### src/rtl/mips_pkg.sv
// Shared MIPS-16 pipeline constants. The ID/EX, EX/MEM and MEM/WB stages and
// the forwarding unit all use these.
package mips_pkg;
  localparam int DATA_W   = 16;
  localparam int ADDR_W   = 3;
  localparam int NUM_REGS = 2 ** ADDR_W;
  localparam logic [ADDR_W-1:0] ZERO_REG = 3'd0;
endpackage

### src/rtl/wb_regfile.sv
// Write-back stage: selects the result, commits it to the 8x16 register file,
// and serves two combinational read ports with same-cycle write-through bypass.
module wb_regfile #(
  parameter int DATA_W = mips_pkg::DATA_W,
  parameter int ADDR_W = mips_pkg::ADDR_W,
  parameter int CNT_W  = 16
) (
  input  logic              clk,
  input  logic              rst,
  input  logic              in_MemtoReg,
  input  logic [DATA_W-1:0] in_ReadData,
  input  logic [DATA_W-1:0] in_ALUResult,
  input  logic [ADDR_W-1:0] in_WriteRegister,
  input  logic              in_RegWrite,
  input  logic [ADDR_W-1:0] in_ReadReg1,
  input  logic [ADDR_W-1:0] in_ReadReg2,
  output logic [DATA_W-1:0] O_ReadData1,
  output logic [DATA_W-1:0] O_ReadData2,
  output logic [DATA_W-1:0] O_WriteData,
  output logic [CNT_W-1:0]  O_RetireCount
);
  localparam int NUM_REGS = 2 ** ADDR_W;
  localparam logic [ADDR_W-1:0] ZERO = ADDR_W'(mips_pkg::ZERO_REG);

  logic [NUM_REGS-1:0][DATA_W-1:0] regs_q;
  logic [CNT_W-1:0]                cnt_q, cnt_d;
  logic                            wr_en;

  assign O_WriteData = in_MemtoReg ? in_ReadData : in_ALUResult;
  // wr_en depends only on RegWrite/address, so an X on MemtoReg cannot commit.
  assign wr_en = in_RegWrite && (in_WriteRegister != ZERO);

  function automatic logic [DATA_W-1:0] rd_port(
    input logic                            rst_v,
    input logic [ADDR_W-1:0]               addr,
    input logic                            we,
    input logic [ADDR_W-1:0]               waddr,
    input logic [DATA_W-1:0]               wdata,
    input logic [NUM_REGS-1:0][DATA_W-1:0] regs
  );
    if (rst_v || addr == ZERO) rd_port = '0;
    else if (we && waddr == addr) rd_port = wdata;
    else rd_port = regs[addr];
  endfunction

  assign O_ReadData1 = rd_port(rst, in_ReadReg1, wr_en, in_WriteRegister, O_WriteData, regs_q);
  assign O_ReadData2 = rd_port(rst, in_ReadReg2, wr_en, in_WriteRegister, O_WriteData, regs_q);

  always_comb begin
    cnt_d = cnt_q;
    if (wr_en && cnt_q != {CNT_W{1'b1}}) cnt_d = cnt_q + CNT_W'(1);
  end

  always_ff @(posedge clk) begin
    if (rst) begin
      regs_q <= '0;
      cnt_q  <= '0;
    end else begin
      if (wr_en) regs_q[in_WriteRegister] <= O_WriteData;
      cnt_q <= cnt_d;
    end
  end

  assign O_RetireCount = cnt_q;
endmodule

### config.mk
export PLATFORM = sky130hd
export DESIGN_NAME = wb_regfile
export DESIGN_NICKNAME = d
export VERILOG_FILES = /design/src/rtl/mips_pkg.sv /design/src/rtl/wb_regfile.sv
export SDC_FILE = /design/constraint.sdc
export NUM_CORES = 1
export LEC_CHECK = 0
export CAP_MARGIN = 10
export CORE_UTILIZATION = 55
export CTS_CLUSTER_DIAMETER = 200
export CTS_CLUSTER_SIZE = 12
export DETAILED_ROUTE_END_ITERATION = 8
export PLACE_DENSITY = 0.87
export SYNTH_ARGS = -nofsm -noshare
export SYNTH_HDL_FRONTEND = slang
export SYNTH_SLANG_ARGS = --single-unit
export TNS_END_PERCENT = 5
### constraint.sdc
create_clock -name clk -period 4.5 [get_ports clk]
set_input_delay 1.35 -clock clk [delete_from_list [all_inputs] [get_ports clk]]
set_output_delay 1.35 -clock clk [all_outputs]
set_load 0.01 [all_outputs]
# Word-level counts from Yosys, hierarchy flattened
# Cells that the tools add are included.
[word_totals] ff_bits=144 input_bits=45
[op_classes] addsub=1 n_lt_le_gt_ge=4 eq_ne=3 n_mux=12 n_reduce_logical=10
[op_table] op="bitwise mux 128 bit" n=1
[op_table] op="two-way mux 16 bit" n=8
[op_table] op="binary-select mux 16 bit (select 3 bit)" n=2
[op_table] op="demux 16 bit (select 3 bit)" n=1
[op_table] op="adder 16 x 1 -> 16 bit (second input constant)" n=1
[op_table] op="!= test 16 bit (second input constant)" n=1
[op_table] op="less-than comparator 3 x 4 -> 1 bit (second input constant)" n=3
[op_table] op="equality test 3 bit" n=2
[op_table] op="zero test 3 bit" n=2
[op_table] op="logical AND 1 bit" n=5
[op_table] op=">= comparator 3 x 1 -> 1 bit (second input constant)" n=1
[op_table] op="nonzero test 3 bit" n=1
[op_table] op="logical OR 1 bit" n=2

# Depth between registers and ports, before layout
# Gate-level depths: netlist (run 1).
[depth] ltp_word=5 mapped_depth=7 depth_no_buf=5

# Worst setup path after synthesis (run 1)
# OpenSTA, ideal clock, no wires.
[synth_path] path_type="input-to-output" start="input port in_ReadReg1[1]" end="output port O_ReadData1[10]" arrival_time_ns=2.693 t_required_ns=3.150 slack_ns=0.457 path_stages=6 n_path_buf=3 cell_sequence="buf_2 > buf_2 > xnor2_1 > nand4_1 > clkbuf_1 > a211oi_1"
[synth_between] elab_chain_len=4
[synth_lines] item="start, declared" line="wb_regfile.sv:15" source="input logic [ADDR_W-1:0] in_ReadReg1,"
[synth_lines] item="binary-select mux 16 bit (select 3 bit) or equality test 3 bit (tied branches)" line="wb_regfile.sv:43, wb_regfile.sv:42"
[synth_lines] item="two-way mux 16 bit (not written as such) or logical AND 1 bit (tied branches)" line="wb_regfile.sv:43, wb_regfile.sv:42"
[synth_lines] item="two-way mux 16 bit" line="wb_regfile.sv:42" source="else if (we && waddr == addr) rd_port = wdata;"
[synth_lines] item="two-way mux 16 bit (*)" line="wb_regfile.sv:41" source="if (rst_v || addr == ZERO) rd_port = '0;"
[synth_lines] item="end, declared" line="wb_regfile.sv:17" source="output logic [DATA_W-1:0] O_ReadData1,"
# Mark *: on every way between the ends. The rest lies on a longest branch, timed or not. The select of a mux whose other input is x is not followed.

# Worst setup path in the final report (run 1)
[layout_path] start="input port in_ReadReg2[2]" end="output port O_ReadData2[11]"
[layout_between] elab_chain_len=4
[layout_lines] item="start, declared" line="wb_regfile.sv:16" source="input logic [ADDR_W-1:0] in_ReadReg2,"
[layout_lines] item="binary-select mux 16 bit (select 3 bit) or equality test 3 bit (tied branches)" line="wb_regfile.sv:43, wb_regfile.sv:42"
[layout_lines] item="two-way mux 16 bit (not written as such) or logical AND 1 bit (tied branches)" line="wb_regfile.sv:43, wb_regfile.sv:42"
[layout_lines] item="two-way mux 16 bit" line="wb_regfile.sv:42"
[layout_lines] item="two-way mux 16 bit (*)" line="wb_regfile.sv:41"
[layout_lines] item="end, declared" line="wb_regfile.sv:18" source="output logic [DATA_W-1:0] O_ReadData2,"
# Marked as above.

==> impl_metrics.json, run 1 <==
{
  "drc": 0,
  "ctsLongestPathBuffers": 2,
  "critPathKind": "in -> out",
  "fin_crit_sh_pct": 101,
  "post-route-min-period_ns": 4.56,
  "end_kind": "output port",
  "postCtsHoldBufs": 0,
  "final.setup.worst_slack_ns": -0.0554,
  "hold_violations": 0,
  "status": "complete, but fails checks",
  "synth_fp_nets": 805,
  "fillers": 892,
  "cts_sinks": 144,
  "grt_pass1_vias": 6779,
  "yosysSeqAreaShare_pct": 37.8,
  "cts_tree": "done",
  "worst_pin_slew_ns": 1.06,
  "netlist_area_um2": 7630,
  "avgSynthCellArea_um2": 10.0,
  "gp_congestion": 0.802,
  "yosys.cell_count.top_type": "nor2_1",
  "final_antenna_net_count": 0,
  "dpl-instance-area_um2": 9220,
  "hp-class": "reg -> reg",
  "synth_flop_cell": "dfxtp_1",
  "numCtsBuffers": 17,
  "synth-simple-area-share_pct": 13.8,
  "cp-start-kind": "input port",
  "vias_per_cell": 6.43,
  "ys_top_cells_by_area": "dfxtp_1 (38%), mux4_2 (19%), a211oi_1 (14%)",
  "yosys.cell_types.count": 40,
  "routed_wl_um": 22600,
  "arrival_ns": 3.21,
  "async_reset_ff_share_pct": 0,
  "nets": 934,
  "grt_setup_unrepaired": "true",
  "cp_max_fo": 12,
  "die_w_um": 120,
  "grt_max_degree": 101,
  "relSlewSlack_pct": 29.2,
  "ys.warnings.count": 0,
  "violations": "setup timing",
  "fp.dieH_um": 120,
  "synthCells": 759,
  "synthTopCellsByCount": "nor2_1 (159), a211oi_1 (144), dfxtp_1 (144)",
  "cp.required_ns": 3.15,
  "setup_viol": 9,
  "grtUsageTotal_pct": 32.3,
  "coreArea_um2": 13400,
  "post_drt_wl_per_cell_um": 21.0,
  "ir_drop_mv": 0.376,
  "clk_pin_slew_worst_paths_ns": 0.06,
  "p_per_area_nw_per_um2": 330,
  "rows": 42,
  "area_growth_pct": 28.6,
  "final_area_um2": 9810,
  "synth_compound_area_share_pct": 16.2,
  "cap_viol_max_count": 0,
  "synth_fa_ha_area_share_pct": 0.164,
  "grt_overflow": 0,
  "synth_xor_area_share_pct": 0.689,
  "dr.pass1.iters": 6,
  "design.die.area_um2": 14300,
  "place_ws_ns": -0.411,
  "fmax_ghz": 0.220,
  "slew_viol_final": 0,
  "ys_seq_elements": 144,
  "drt-initial-drc-count": 820,
  "cts_root_buf": "clkbuf_16",
  "finClkSkew_ns": 0.00374,
  "clock_latency_ns": 0.43,
  "initial_core_util_pct": 56.9,
  "yosysTopAreaCell": "dfxtp_1",
  "synth-edff-count": 0,
  "grt_pass1_wl_um": 35300,
  "synth_top_family_by_area": "multiplexers",
  "io_pins": 109,
  "synth_mux_area_share_pct": 25.9,
  "synth_top_area_share_pct": 37.8,
  "htree_num_levels": 4,
  "io_buffers": 108,
  "hpwl_um": 13800,
  "drive_gt1_share_pct": 25.3,
  "num_vias": 6929,
  "antennaDiodeCount": 0,
  "antenna_found_initial": 0,
  "leakage_nw": 3.57
}
[layout by cell type (no fill, tap or decap), drive strengths merged, types with 2 or more instances in the layout]
cell           instances
mux4                  64
dfxtp                144
a21oi                 10
nand3                  3
clkinvlp               2
clkbuf                39
nor2b                 19
nand2b                 5
or3                   10
nor2                 159
xnor2                  6
mux2                   3
dlygate4sd2           10
nor3                   7
mux2i                 50
or4                    4
clkinv                 9
nor4                   3
a211oi               144
bufinv                 2
nand2                  6
inv                   17
nand4                  9
buf                   83
or2                    2
o21ai                  8
clkdlybuf4s50         71
o31ai                  4
[sequential cells by signal, indices dropped and copies added (netlist names)]
signal         cells
O_RetireCount     16
regs_q           128
[through the flow]
step                hold slack, ns  power, W  instances  TNS [ns]  util (%)
global placement             0.463   0.00182       1042     -7.03      68.8
CTS                          0.486   0.00323       1077   -0.0910      73.6
detailed placement           0.472   0.00183       1042     -8.13      68.8
floorplan                    0.451   0.00162        759         0         -
global route                 0.502   0.00333       1077     -1.35      73.2
finish                       0.481   0.00323       1077    -0.300      73.2
[power by group]
group	total, W	switching [W]	internal [W]
clock network	0.00141	0.000563	0.000843
logic	0.000483	0.000249	0.000233
registers	0.00134	0.0000304	0.00131
total	0.00323	0.000843	0.00239
[repair_timing]
item / in CTS / in global routing
setup endpoints to repair: 37 / 38
gates cloned: 2 / 0
setup buffers: 1 / 0
pin swaps: 1 / 3
gates resized for setup: 52 / 55
[layout make-up]
| cell class | count | area, um^2 | area share [%] |
|---|---|---|---|
| Timing Repair Buffer | 184 | 1630 | 16.6 |
| Multi-Input combinational cell | 524 | 4420 | 45.1 |
| Sequential cell | 144 | 2880 | 29.4 |
| Clock buffer | 19 | 453 | 4.62 |
| Clock inverter | 13 | 139 | 1.42 |
| Inverter | 17 | 63.8 | 0.651 |
| Tap cell | 176 | 220 | 2.25 |
[cells by family after synthesis]
family          Yosys count
simple gates            231
flops                   144
mux                     117
compound gates          169
xor+xnor                  6
buf+inv                  91
fa+ha+maj                 1
[worst max-delay path: stages]
cell and delay, ns:
clkdlybuf4s50_1 0.54, xnor2_1 0.30, nand4_1 0.20, buf_6 0.21
a211oi_1 0.29, dlygate4sd2_1 0.32
[final timing paths]
| path | start | end | slack (ns) | depth (start not counted) |
|---|---|---|---|---|
| max reg2reg | O_RetireCount[0] | O_RetireCount[7] | 2.09 | 5 |
| min reg2reg | regs_q[8] | regs_q[8] | 0.48 | 1 |
| min | regs_q[8] | regs_q[8] | 0.48 | 1 |
| max | in_ReadReg2[2] | O_ReadData2[11] | -0.06 | 6 |
[routing by layer]
layer  vias to the layer above  global-route usage, %  share of wire [%]
met2                       391                   54.5                 50
met1                      3353                   39.4                 37
met3                        75                   8.13                9.1
met5                         -                      0                  0
met4                         0                   13.4                3.4
li1                       3110                      -                  -
(Power assumes the default switching activity.)
==> run 2: changes to the inputs <==
--- a/config.mk
+++ b/config.mk
@@ -5,7 +5,7 @@
 export SDC_FILE = /design/constraint.sdc
 export NUM_CORES = 1
 export LEC_CHECK = 0
-export CAP_MARGIN = 10
+export CAP_MARGIN = 40
 export CORE_UTILIZATION = 55
 export CTS_CLUSTER_DIAMETER = 200
 export CTS_CLUSTER_SIZE = 12
==> run 2 against run 1 <==
Against the previous run:
- the run still ends with setup timing left
- fmax up 0.25%
- routed wire length is 3.8% lower
- sequential share of layout area down 0.15 points
==> impl_metrics.json, run 2 (synthesis gave the netlist of run 1 again) <==
{
  "htree_num_levels": 4,
  "hp-class": "reg -> reg",
  "relSlewSlack_pct": 49.6,
  "die_w_um": 120,
  "post_drt_wl_per_cell_um": 20.2,
  "vias_per_cell": 6.38,
  "grt_setup_unrepaired": "true",
  "dr.pass1.iters": 5,
  "worst_pin_slew_ns": 0.751,
  "fmax_ghz": 0.220,
  "arrival_ns": 3.19,
  "slew_viol_final": 0,
  "violations": "setup timing",
  "rows": 42,
  "nets": 933,
  "grt_max_degree": 65,
  "min_from": "regs_q[8]",
  "fp.dieH_um": 120,
  "cp_max_fo": 22,
  "final_util_pct": 73.6,
  "multiInputGateArea_um2": 4420,
  "holdPathStages": 1,
  "drive_gt1_share_pct": 24.3,
  "area_growth_pct": 29.2,
  "regMostFlops": "regs_q",
  "grt_pass1_wl_um": 34800,
  "io_buffers": 108,
  "hpwl_um": 14100,
  "antennaDiodeCount": 0,
  "grt_pass1_vias": 6720,
  "end_kind": "output port",
  "drt-initial-drc-count": 711,
  "cts_root_buf": "clkbuf_16",
  "reg2reg_to": "O_RetireCount[7]",
  "largest_reg_flops": 128,
  "post-route-min-period_ns": 4.54,
  "cts_sinks": 144,
  "cp.required_ns": 3.15,
  "coreArea_um2": 13400,
  "place_ws_ns": -0.408,
  "final_antenna_net_count": 0,
  "cp-start-kind": "input port",
  "fillers": 911,
  "clock_latency_ns": 0.43,
  "r2r_slack_ns": 2.05,
  "hold_violations": 0,
  "layout_commonest_cell": "nor2_1",
  "status": "complete, but fails checks",
  "fin_crit_sh_pct": 101,
  "grtUsageTotal_pct": 31.7,
  "critPathKind": "in -> out",
  "ctsLongestPathBuffers": 2,
  "initial_core_util_pct": 56.9,
  "holdPathEnd": "regs_q[8]",
  "seq_area_um2": 2880,
  "setup_viol": 1,
  "leakage_nw": 3.62,
  "finClkSkew_ns": 0.00192,
  "r2r.worst_path.cells": 6,
  "ir_drop_mv": 0.561,
  "io_pins": 109,
  "p_per_area_nw_per_um2": 336,
  "grt_overflow": 0,
  "design.die.area_um2": 14300,
  "cts_tree": "done",
  "dp_cells": 1044,
  "routed_wl_um": 21800,
  "rr_startpoint": "O_RetireCount[0]",
  "gp_congestion": 0.802,
  "layout.cells.non_filler": 1076,
  "numCtsBuffers": 17,
  "drc": 0,
  "cap_viol_max_count": 0,
  "clk_pin_slew_worst_paths_ns": 0.06,
  "final.setup.worst_slack_ns": -0.0440,
  "final_cell_mix": "nor2_1 (153), dfxtp_1 (144), a211oi_1 (136)",
  "num_vias": 6863,
  "antenna_found_initial": 0
}
==> run 2: timing repair <==
item,CTS,global route
endpoints found under the hold margin,0,0
pin swaps,0,0
setup buffers,0,0
gates resized for setup,48,54
hold buffers,0,0
setup endpoints to repair,37,27
==> run 2: area by class of cell <==
class / count / area share (%)
multi-input cells: 524 / 44.8
flip-flops and latches: 144 / 29.2
clock buffers: 19 / 4.39
clock inverters: 13 / 1.90
repair buffers: 183 / 16.8
well taps: 176 / 2.23
inverters: 17 / 0.647
==> run 2: power by group <==
group | switching [W] | total (W) | internal, W
Combinational | 0.000243 | 0.000477 | 0.000234
Clock | 0.000566 | 0.00149 | 0.000929
Sequential | 0.0000290 | 0.00134 | 0.00131
==> run 2: through the flow <==
step / setup TNS, ns / area (um^2) / hold slack (ns) / power (W)
floorplan: 0 / 7630 / 0.451 / 0.00162
global placement: -7.03 / 9220 / 0.463 / 0.00182
detailed placement: -8.20 / 9260 / 0.472 / 0.00184
CTS: -0.390 / 9910 / 0.486 / 0.00332
global route: -0.102 / 9860 / 0.500 / 0.00342
finish: -0.0440 / 9860 / 0.479 / 0.00331
==> run 2: critical path: stages <==
cell and delay [ns]:
clkdlybuf4s50_1 0.46, o31a_1 0.36, nand4_1 0.15, buf_6 0.23, nor2_1 0.07, a211oi_1 0.23, clkdlybuf4s15_1 0.32
==> run 2: layer usage <==
layer / wire length (um) / global-route usage, %
met5: 0 / 0
met4: 526 / 12.7
met3: 1680 / 6.04
met2: 11100 / 53.8
met1: 8470 / 39.8
==> run 2: how the worst max path moves through the flow <==
stage | start | endpoint | slack, ns
global placement | in_ReadReg2[2] | O_ReadData2[10] | -0.33
CTS | in_WriteRegister[0] | O_ReadData1[12] | -0.20
global route | in_WriteRegister[1] | O_ReadData1[9] | -0.09
detailed placement | in_ReadReg2[2] | O_ReadData2[10] | -0.41
floorplan | in_ReadReg1[1] | O_ReadData1[10] | 0.46
finish | in_WriteRegister[0] | O_ReadData1[9] | -0.04
==> run 3: changes to the inputs <==
--- a/config.mk
+++ b/config.mk
@@ -11,6 +11,7 @@
 export CTS_CLUSTER_SIZE = 12
 export DETAILED_ROUTE_END_ITERATION = 8
 export PLACE_DENSITY = 0.87
+export SETUP_SLACK_MARGIN = 0.05
 export SYNTH_ARGS = -nofsm -noshare
 export SYNTH_HDL_FRONTEND = slang
 export SYNTH_SLANG_ARGS = --single-unit
==> run 3 against run 2 <==
Against the previous run:
- the flow now finishes without violations
- sequential power about the same
- via count increased by 1.8%
- critical path depth increased by 3
- sequential share of layout area decreased by 0.34 points
- register-to-register slack got worse by 0.02 ns
- non-clock buffer count increased by 9
- utilization increased by 0.88 points
- highest routed layer unchanged
==> impl_metrics.json, run 3 (synthesis gave the netlist of run 1 again) <==
{
  "layout_commonest_cell": "nor2_1",
  "ir_drop_mv": 0.562,
  "cts_tree": "done",
  "grt_pass1_vias": 6902,
  "rr_startpoint": "O_RetireCount[0]",
  "design.die.area_um2": 14300,
  "postCtsHoldBufs": 0,
  "clock_latency_ns": 0.43,
  "power_switching_w": 0.000842,
  "drt-initial-drc-count": 714,
  "relSlewSlack_pct": 49.9,
  "critical-path-slowest-cell": "nand4_1",
  "leakage_nw": 3.68,
  "cpMostUsedCell": "buf_12",
  "clk_pin_slew_worst_paths_ns": 0.06,
  "gp_congestion": 0.802,
  "htree_num_levels": 4,
  "clock_power_share_pct": 44.9,
  "grt_pass1_wl_um": 35500,
  "largest_reg_flops": 128,
  "io_buffers": 108,
  "post_drt_wl_per_cell_um": 20.6,
  "cp_max_fo": 5,
  "arrival_ns": 3.08,
  "grt_overflow": 0,
  "cp_cell_sequence": "dlygate4sd2_1, buf_4, xnor2_1, nand4_1, buf_6, buf_12, buf_12, nor2_2, a211oi_2, clkdlybuf4s15_2",
  "slew_viol_final": 0,
  "fmax_ghz": 0.226,
  "comb_power_share_pct": 14.7,
  "post-route-min-period_ns": 4.43,
  "drive_gt1_share_pct": 25.1,
  "vias_per_cell": 6.44,
  "numCtsBuffers": 17,
  "worst_pin_slew_ns": 0.745,
  "r2r.worst_path.cells": 6,
  "cts_root_buf": "clkbuf_16",
  "p_per_area_nw_per_um2": 333,
  "num_vias": 6986,
  "fp.dieH_um": 120,
  "holdPathStages": 1,
  "hp-class": "reg -> reg",
  "rows": 42,
  "hpwl_um": 14100,
  "final_util_pct": 74.4,
  "routed_wl_um": 22300,
  "critPathKind": "in -> out",
  "die_w_um": 120,
  "place_ws_ns": -0.408,
  "cpPeakStageDelay_ns": 0.27,
  "holdPathEnd": "regs_q[8]",
  "final_cell_mix": "nor2_1 (150), dfxtp_1 (144), a211oi_1 (136)",
  "reg2reg_to": "O_RetireCount[7]",
  "initial_core_util_pct": 56.9,
  "switching_share_pct": 25.4,
  "grt_max_degree": 65,
  "status": "finished clean",
  "setup_viol": 0,
  "hold_violations": 0,
  "antenna_found_initial": 0,
  "nets": 942,
  "antennaDiodeCount": 0,
  "min_from": "regs_q[8]",
  "area_growth_pct": 30.8,
  "ctsLongestPathBuffers": 2,
  "regMostFlops": "regs_q",
  "pwr-share-seq_pct": 40.4,
  "cp-start-kind": "input port",
  "grtUsageTotal_pct": 32.4,
  "cts_sinks": 144,
  "r2r_slack_ns": 2.03,
  "cap_viol_max_count": 0,
  "tns_ns": 0,
  "final.setup.worst_slack_ns": 0.0729,
  "drc": 0,
  "finClkSkew_ns": 0.00425,
  "io_pins": 109,
  "dr.pass1.iters": 8,
  "fin_crit_sh_pct": 98.4,
  "cp.required_ns": 3.15,
  "end_kind": "output port",
  "grt_setup_unrepaired": "true",
  "coreArea_um2": 13400,
  "final_antenna_net_count": 0,
  "p_int_w": 0.00248
}
run 3: cell types whose count changed in the layout (fill, tap and decap cells not counted), moves of 2 or more:
cell,delta
dlygate4sd2_1,+16
clkbuf_2,-11
buf_4,+6
clkdlybuf4s50_1,-6
buf_2,+5
nor2_1,-3
nor2_2,+3
buf_12,+2
clkdlybuf4s15_1,-2
dlymetal6s2s_1,-2
xnor2_1,-2
xnor2_2,+2
run 3: how the worst max path moves through the flow:
stage / endpoint / slack, ns / start / depth (start not counted)
finish: O_ReadData1[4] / 0.07 / in_WriteRegister[2] / 10
global placement: O_ReadData2[10] / -0.33 / in_ReadReg2[2] / 6
detailed placement: O_ReadData2[10] / -0.41 / in_ReadReg2[2] / 6
CTS: O_ReadData1[13] / 0.05 / in_WriteRegister[1] / 8
global route: O_ReadData1[4] / 0.02 / in_WriteRegister[1] / 10
floorplan: O_ReadData1[10] / 0.46 / in_ReadReg1[1] / 6
run 3: final cells by class:
type / count / area, um^2
multi-input combinational: 524 / 4430
fill: 897 / 3430
sequential: 144 / 2880
timing repair buffer: 192 / 1760
clock buffer: 19 / 433
tap: 176 / 220
clock inverter: 13 / 188
inverter: 17 / 63.8
run 3: repair_timing:
action / 4_1_cts / 5_1_grt
pin swaps: 3 / 1
gates cloned: 1 / 0
endpoints found under the hold margin: 0 / 0
setup buffers: 8 / 0
gates resized for setup: 75 / 26
endpoints found under the setup margin: 40 / 13
run 3: per-layer routing:
| layer | up-vias | GRT usage (%) | part of all wire, % |
|---|---|---|---|
| met2 | 402 | 54.7 | 51 |
| met5 | - | 0 | 0 |
| met1 | 3383 | 39.9 | 38 |
| met3 | 75 | 6.18 | 8.6 |
| met4 | 0 | 14.8 | 3.1 |
| li1 | 3126 | - | - |
run 3: stage by stage:
stage                     hold WS, ns  total power [W]  cell area, um^2  std cells
after detailed placement        0.472          0.00184             9260       1044
after global placement          0.463          0.00182             9220       1042
after global routing            0.500          0.00343             9970       1085
after CTS                       0.486          0.00332            10000       1085
final                           0.480          0.00332             9970       1085
after floorplan                 0.451          0.00162             7630        759
run 3: worst max-delay path: cells and delay by family:
kind	cells	cell delay [ns]
AO/OA/AOI/OAI	1	0.06
XOR/XNOR	1	0.15
buffers and inverters	6	1.14
AND/OR/NAND/NOR	2	0.37
run 3: power groups by stage:
stage | Clock, W | Sequential [W] | Combinational [W]
floorplan | 0 | 0.00136 | 0.000263
global placement | 0 | 0.00136 | 0.000458
detailed placement | 0 | 0.00137 | 0.000470
CTS | 0.00150 | 0.00134 | 0.000481
global route | 0.00156 | 0.00134 | 0.000518
finish | 0.00149 | 0.00134 | 0.000488
